File: src/rtl/writeback_regfile_pkg.sv
// ---------------------------------------------------------------------------
// writeback_regfile_pkg
//
// Shared definitions for the writeback stage and its register file.
//   - Datapath sizing: WORD_WIDTH, REG_COUNT, REGADDR_WIDTH.
//   - Control bus layout produced by the memory stage (CBUS_WIDTH bits).
//     The low bits carry the memory-stage fields (MEMCB_*). The writeback
//     fields (WB_ENABLE, WB_REG_*) sit above them.
//   - wb_ctrl_t: the decoded writeback view of the control bus.
// ---------------------------------------------------------------------------
package writeback_regfile_pkg;

    localparam int WORD_WIDTH    = 16;
    localparam int REG_COUNT     = 8;
    localparam int REGADDR_WIDTH = 3;

    // Memory-stage control fields. These are consumed upstream and only
    // pass through this stage.
    localparam int MEMCB_MEM_READ  = 0;
    localparam int MEMCB_MEM_WRITE = 1;
    localparam int MEMCB_SIZE_LSB  = 2;
    localparam int MEMCB_SIZE_MSB  = 3;
    localparam int MEMCB_SIGN_EXT  = 4;

    // Writeback control fields
    localparam int WB_ENABLE  = 5;
    localparam int WB_REG_LSB = 6;
    localparam int WB_REG_MSB = 8;

    localparam int CBUS_WIDTH = 9;

    typedef struct packed {
        logic                     enable;
        logic [REGADDR_WIDTH-1:0] dest;
    } wb_ctrl_t;

endpackage

File: src/rtl/writeback_regfile_regfile_2r1w.sv
// ---------------------------------------------------------------------------
// regfile_2r1w
//
// This is the architectural register file. It has two read ports and one
// write port. r0 is hard-wired to zero. Both read ports are combinational.
// Each read port also sees a write-through of the write being performed in
// the same cycle.
//
// Ports:
//   clk        in   rising-edge clock
//   rst        in   synchronous active-high reset; clears every register
//   wr_en      in   write strobe; writes to address 0 are discarded
//   wr_addr    in   write address
//   wr_data    in   write data
//   rd_addr_a  in   read address, port A
//   rd_data_a  out  read data, port A (combinational)
//   rd_addr_b  in   read address, port B
//   rd_data_b  out  read data, port B (combinational)
// ---------------------------------------------------------------------------
module regfile_2r1w
    import writeback_regfile_pkg::*;
#(
    parameter int DATA_WIDTH = WORD_WIDTH,
    parameter int DEPTH      = REG_COUNT,
    parameter int ADDR_WIDTH = REGADDR_WIDTH
) (
    input  logic                  clk,
    input  logic                  rst,
    input  logic                  wr_en,
    input  logic [ADDR_WIDTH-1:0] wr_addr,
    input  logic [DATA_WIDTH-1:0] wr_data,
    input  logic [ADDR_WIDTH-1:0] rd_addr_a,
    output logic [DATA_WIDTH-1:0] rd_data_a,
    input  logic [ADDR_WIDTH-1:0] rd_addr_b,
    output logic [DATA_WIDTH-1:0] rd_data_b
);

    logic [DATA_WIDTH-1:0] regs [DEPTH];

    // Entry 0 is reset like the others but is never written. It is also
    // never read, because the read muxes force zero for address 0.
    always_ff @(posedge clk) begin
        if (rst) begin
            for (int i = 0; i < DEPTH; i++) begin
                regs[i] <= '0;
            end
        end else if (wr_en && (wr_addr != '0)) begin
            regs[wr_addr] <= wr_data;
        end
    end

    // Port A: r0 reads zero. Next priority is the write-through of this
    // cycle's write. Otherwise the stored value is returned.
    always_comb begin
        rd_data_a = '0;
        if (rd_addr_a != '0) begin
            if (wr_en && (rd_addr_a == wr_addr)) begin
                rd_data_a = wr_data;
            end else begin
                rd_data_a = regs[rd_addr_a];
            end
        end
    end

    // Port B uses the same priority as port A.
    always_comb begin
        rd_data_b = '0;
        if (rd_addr_b != '0) begin
            if (wr_en && (rd_addr_b == wr_addr)) begin
                rd_data_b = wr_data;
            end else begin
                rd_data_b = regs[rd_addr_b];
            end
        end
    end

endmodule

File: src/rtl/writeback_regfile.sv
// ---------------------------------------------------------------------------
// writeback_regfile
//
// This is the final pipeline stage. It commits memory-stage results into an
// 8 x 16-bit register file. It serves decode through two combinational read
// ports with write-through. It drives a registered forwarding port for the
// ALU. It counts retired writes for debug.
//
// A load reaches this stage in two beats. The first beat is stale and the
// second beat carries the memory data. The memory stage raises MemStall
// during the cycle before the stale beat arrives. That flag is delayed
// here by one edge, so the stale beat is never committed.
//
// Ports:
//   gclk          in   clock; all state updates on the rising edge
//   rst           in   synchronous active-high reset
//   InDataBus     in   result word from the memory stage
//   InControlBus  in   control bus from the memory stage
//   MemStall      in   memory-stage stall flag for the current cycle
//   RdAddrA/B     in   decode read addresses
//   RdDataA/B     out  decode read data (combinational, with write-through)
//   FwdValid      out  FwdReg/FwdData describe a commit from the last edge
//   FwdReg        out  destination of the most recent commit
//   FwdData       out  value of the most recent commit
//   RetireCount   out  number of committed writes, wraps at 2^16
// ---------------------------------------------------------------------------
module writeback_regfile
    import writeback_regfile_pkg::*;
#(
    parameter int WORD_WIDTH    = writeback_regfile_pkg::WORD_WIDTH,
    parameter int REG_COUNT     = writeback_regfile_pkg::REG_COUNT,
    parameter int REGADDR_WIDTH = writeback_regfile_pkg::REGADDR_WIDTH,
    parameter int CBUS_WIDTH    = writeback_regfile_pkg::CBUS_WIDTH
) (
    input  logic                     gclk,
    input  logic                     rst,
    input  logic [WORD_WIDTH-1:0]    InDataBus,
    input  logic [CBUS_WIDTH-1:0]    InControlBus,
    input  logic                     MemStall,
    input  logic [REGADDR_WIDTH-1:0] RdAddrA,
    input  logic [REGADDR_WIDTH-1:0] RdAddrB,
    output logic [WORD_WIDTH-1:0]    RdDataA,
    output logic [WORD_WIDTH-1:0]    RdDataB,
    output logic                     FwdValid,
    output logic [REGADDR_WIDTH-1:0] FwdReg,
    output logic [WORD_WIDTH-1:0]    FwdData,
    output logic [15:0]              RetireCount
);

    wb_ctrl_t wb_ctrl;
    logic     stall_q;
    logic     commit;
    logic     unused_memcb;

    assign wb_ctrl.enable = InControlBus[WB_ENABLE];
    assign wb_ctrl.dest   = InControlBus[WB_REG_MSB:WB_REG_LSB];

    // The memory-stage fields have already been acted on upstream.
    assign unused_memcb = ^InControlBus[WB_ENABLE-1:0];

    // A write to r0 is not an architectural write, so it is neither
    // forwarded nor counted. stall_q marks the bus as holding a stale beat.
    assign commit = wb_ctrl.enable && !stall_q && (wb_ctrl.dest != '0);

    regfile_2r1w #(
        .DATA_WIDTH (WORD_WIDTH),
        .DEPTH      (REG_COUNT),
        .ADDR_WIDTH (REGADDR_WIDTH)
    ) u_regfile (
        .clk       (gclk),
        .rst       (rst),
        .wr_en     (commit),
        .wr_addr   (wb_ctrl.dest),
        .wr_data   (InDataBus),
        .rd_addr_a (RdAddrA),
        .rd_data_a (RdDataA),
        .rd_addr_b (RdAddrB),
        .rd_data_b (RdDataB)
    );

    // Reset takes priority over a commit on the same edge. Reset also
    // clears stall_q, so a load interrupted by reset cannot leave a stale
    // suppression behind. FwdReg/FwdData keep their last values when there
    // is no commit. Only FwdValid drops in that case.
    always_ff @(posedge gclk) begin
        if (rst) begin
            stall_q     <= 1'b0;
            FwdValid    <= 1'b0;
            FwdReg      <= '0;
            FwdData     <= '0;
            RetireCount <= '0;
        end else begin
            stall_q <= MemStall;
            if (commit) begin
                FwdValid    <= 1'b1;
                FwdReg      <= wb_ctrl.dest;
                FwdData     <= InDataBus;
                RetireCount <= RetireCount + 16'd1;
            end else begin
                FwdValid    <= 1'b0;
            end
        end
    end

endmodule

File: config.mk
export PLATFORM = sky130hd
export DESIGN_NAME = writeback_regfile
export DESIGN_NICKNAME = d
export VERILOG_FILES = /design/src/rtl/writeback_regfile_pkg.sv /design/src/rtl/writeback_regfile_regfile_2r1w.sv /design/src/rtl/writeback_regfile.sv
export SDC_FILE = /design/constraint.sdc
export NUM_CORES = 1
export LEC_CHECK = 0
export BUFFER_PORTS_ARGS = -buffer_cell sky130_fd_sc_hd__buf_2
export CELL_PAD_IN_SITES_DETAIL_PLACEMENT = 1
export CELL_PAD_IN_SITES_GLOBAL_PLACEMENT = 1
export CORE_UTILIZATION = 45
export CTS_BUF_LIST = sky130_fd_sc_hd__clkbuf_8
export DETAILED_ROUTE_END_ITERATION = 10
export MAX_ROUTING_LAYER = met4
export PLACE_DENSITY_LB_ADDON = 0.3
export SYNTH_ARGS = -nofsm -noshare
export SYNTH_HDL_FRONTEND = slang
export SYNTH_SLANG_ARGS = --single-unit
File: constraint.sdc
create_clock -name gclk -period 2 [get_ports gclk]
set_input_delay 0.1 -clock gclk [delete_from_list [all_inputs] [get_ports gclk]]
set_output_delay 0.1 -clock gclk [all_outputs]
set_load 0.005 [all_outputs]
==> impl_metrics.py <==
metrics = {
    "synthesis": {
        "syn_avg_cell_area_um2": 13.3,
        "synth_ff_type": "edfxtp_1",
        "yosys.area.top_type": "edfxtp_1",
        "synth-seq-cells": 165,
        "muxShareOfSynthArea": 0.204,
        "synth_cells": 652,
        "synth_top_family_by_area": "multiplexers",
        "synth_cell_type_count": 40,
        "synth-simple-area-share": 0.144,
        "synthAdderAreaFrac": 0.00144,
        "synth_area_um2": 8700,
        "synth-edff-count": 128,
        "synth_area_leaders": "edfxtp_1 (44%), mux4_2 (17%), dfxtp_1 (8.5%), and2_1 (8.1%), mux2i_1 (3.7%)",
        "synth-xor-area-share": 0.0121,
        "yosysSeqAreaShare": 0.527,
        "synthArstFlopShare": 0,
        "synth_top_area_share": 0.442,
        "yosysWarnings": 0,
        "synth-compound-area-share": 0.0780,
    },
    "placement": {
        "port_buffers": 96,
        "gp_congestion": 0.794,
        "post-place-ws_ns": 0.157,
        "placed_area_um2": 9680,
        "placed_cells": 1003,
        "dpl.hpwl_mm": 17.3,
    },
    "sta": {
        "setup_viol": 15,
        "fin_crit_ns": 2.10,
        "hold_ws_ns": 0.0346,
        "skew_ns": 0.0118,
        "rsz0062_at_grt": "true",
        "max_slew.worst_pin.slew_ns": 0.587,
        "finalCritPeriodShare": 1.05,
        "slew_viol_final": 0,
        "hold_viol_final": 0,
        "setup_ws_ns": -0.0960,
        "clock.fmax_mhz": 477,
        "slew_headroom": 0.609,
    },
    "cells_and_area": {
        "final_common_cell": "edfxtp_1",
        "num_antenna_cells": 0,
        "stdcell_count": 1058,
        "area_growth_pct": 18.6,
        "final_cell_mix": "edfxtp_1 (128), and2_1 (113), buf_2 (96)",
        "drive_above_1_share": 0.313,
        "post-route-util": 0.548,
        "finalNetCount": 820,
        "final_cell_area_um2": 10300,
    },
    "worst_setup_path": {
        "start_kind": "register",
        "cp_max_fo": 2,
        "rr_endpoint": "u_regfile.regs[4][5]",
        "reg2reg_slack_ns": 0.09,
        "path_class": "register to output pin",
        "cp.arrival_ns": 2.00,
        "crit_required_ns": 1.90,
        "r2r-start": "stall_q",
        "end_kind": "output pin",
        "reg2reg_depth": 7,
    },
    "die": {
        "core_um2": 18800,
        "start_util": 0.462,
        "ios": 102,
        "rows": 50,
        "die_h_um": 141,
        "die_w_um": 141,
        "die_area_um2": 19900,
    },
    "route": {
        "post-route-drc-count": 0,
        "via_per_inst": 5.93,
        "totalWireLength_mm": 27.1,
        "drtAntennaViolNets": 0,
        "first_pass_iters": 5,
        "via_count": 6275,
        "drt_iter0_drc": 397,
        "routedWlPerCell_um": 25.6,
    },
    "pwr": {
        "clock_power_share": 0.321,
        "p_sw_frac": 0.269,
        "p_seq_frac": 0.524,
        "pwr-share-comb": 0.155,
        "peakVddDrop_uv": 473,
        "powerDensity_nw_per_um2": 721,
        "p_int_mw": 5.44,
        "power.leakage_nw": 4.18,
        "switching_power_mw": 2.00,
    },
    "worst_hold_path": {
        "whs_path_depth": 2,
        "min_from": "InDataBus[4]",
        "min_to": "u_regfile.regs[7][4]",
        "holdCritPathClass": "primary input to register",
    },
    "grt": {
        "grt_overflow": 0,
        "grt_pass1_vias": 6726,
        "track_usage": 0.298,
        "grt_start_max_net_pins": 40,
        "antenna_found_initial": 0,
        "grt_pass1_wl_mm": 40.7,
    },
    "status": {
        "violations": "setup timing",
        "outcome": "finished with violations",
    },
    "flow_run": {
        "maxCapViolCount": 0,
    },
    "clock_network": {
        "cts.path.max_buffers": 2,
        "root_buffer": "clkbuf_8",
        "cts_tree": "yes",
        "cts.sinks": 165,
        "clkTransAtPathRegs_ns": 0.09,
        "insertion_delay_ns": 0.50,
        "h-tree-depth": 4,
        "cts_buffers": 17,
    },
}
metrics by stage:
| stage | power (mW) | TNS, ns |
|---|---|---|
| final | 7.44 | -0.617 |
| after detailed placement | 5.05 | 0 |
| after global routing | 7.67 | -2.41 |
| after CTS | 7.45 | -1.08 |
| after global placement | 4.99 | 0 |
| after floorplan | 4.57 | 0 |
state kept, by name, indices dropped and copies added, names as in the netlist:
| signal | flops |
|---|---|
| FwdValid | 1 |
| stall_q | 1 |
| FwdData | 16 |
| u_regfile.regs | 128 |
| FwdReg | 3 |
| RetireCount | 16 |
worst max-delay path: stages, from the launching register on:
cell and delay, ns:
edfxtp_1 0.40, mux4_2 0.51, mux2i_2 0.20, o21ai_1 0.10
o211a_1 0.16, buf_2 0.14
routing by layer:
metal  global-route usage  share of wire  vias to the layer above
li1                     -              -                     2722
met1                0.359           0.41                     3266
met2                0.505           0.52                      234
met3               0.0421          0.048                       53
met4                0.124          0.028                        0
met5                    -              0                        -
cell type report:
type | instances | area, µm²
fillers | 1909 | 8510
flip-flops and latches | 165 | 4590
multi-input cells | 447 | 3940
repair buffers | 152 | 1080
well taps | 260 | 325
clock buffers | 17 | 234
clock inverters | 15 | 141
inverters | 2 | 7.51
power groups by stage:
stage / logic [mW] / clock network [mW] / registers [mW]
2_1_floorplan: 0.627 / 0 / 3.95
3_3_place_gp: 1.04 / 0 / 3.96
3_5_place_dp: 1.07 / 0 / 3.97
4_1_cts: 1.14 / 2.42 / 3.90
5_1_grt: 1.22 / 2.53 / 3.91
6_report: 1.15 / 2.39 / 3.90
cell usage after synthesis, types with 2 or more instances:
cell type,count
o211a_1,32
a21oi_1,26
buf_1,4
nor2b_1,3
and4_1,3
nand2_1,38
buf_2,14
nor4_2,2
nand3_1,10
or2_2,7
nor2_1,13
mux4_2,64
buf_6,7
nand2b_1,2
or3_1,11
clkbuf_2,3
nand4_1,5
a22oi_1,2
o21ai_0,41
and2_1,113
xnor2_1,10
mux2i_1,32
inv_1,2
dfxtp_1,37
edfxtp_1,128
clkbuf_1,26
nor3_1,3
xor2_1,2
worst max-delay path by stage:
stage                         start              endpoint
2_1_floorplan               stall_q  u_regfile.regs[1][0]
3_3_place_gp                stall_q           RdDataA[12]
3_5_place_dp                stall_q  u_regfile.regs[4][5]
4_1_cts        u_regfile.regs[3][4]            RdDataB[4]
5_1_grt        u_regfile.regs[3][4]            RdDataB[4]
6_report       u_regfile.regs[7][4]            RdDataB[4]
kinds of logic after synthesis:
| group | after synthesis |
|---|---|
| xor gates and xnor gates | 12 |
| AOI/OAI and AO/OA | 102 |
| and+or+nand+nor | 217 |
| buffers and inverters | 57 |
| DFF | 165 |
| other | 1 |
| muxes | 97 |
| adders and majority gates | 1 |
what timing repair did:
| item | 4_1_cts | 5_1_grt |
|---|---|---|
| hold endpoints to repair | 21 | 0 |
| hold buffers | 16 | 0 |
| buffers inserted | 3 | 2 |
| pin swaps | 7 | 6 |
| gates cloned | 2 | 0 |
| gates resized for setup | 36 | 10 |
| endpoints found under the setup margin | 32 | 48 |
(Power assumes the default switching activity.)
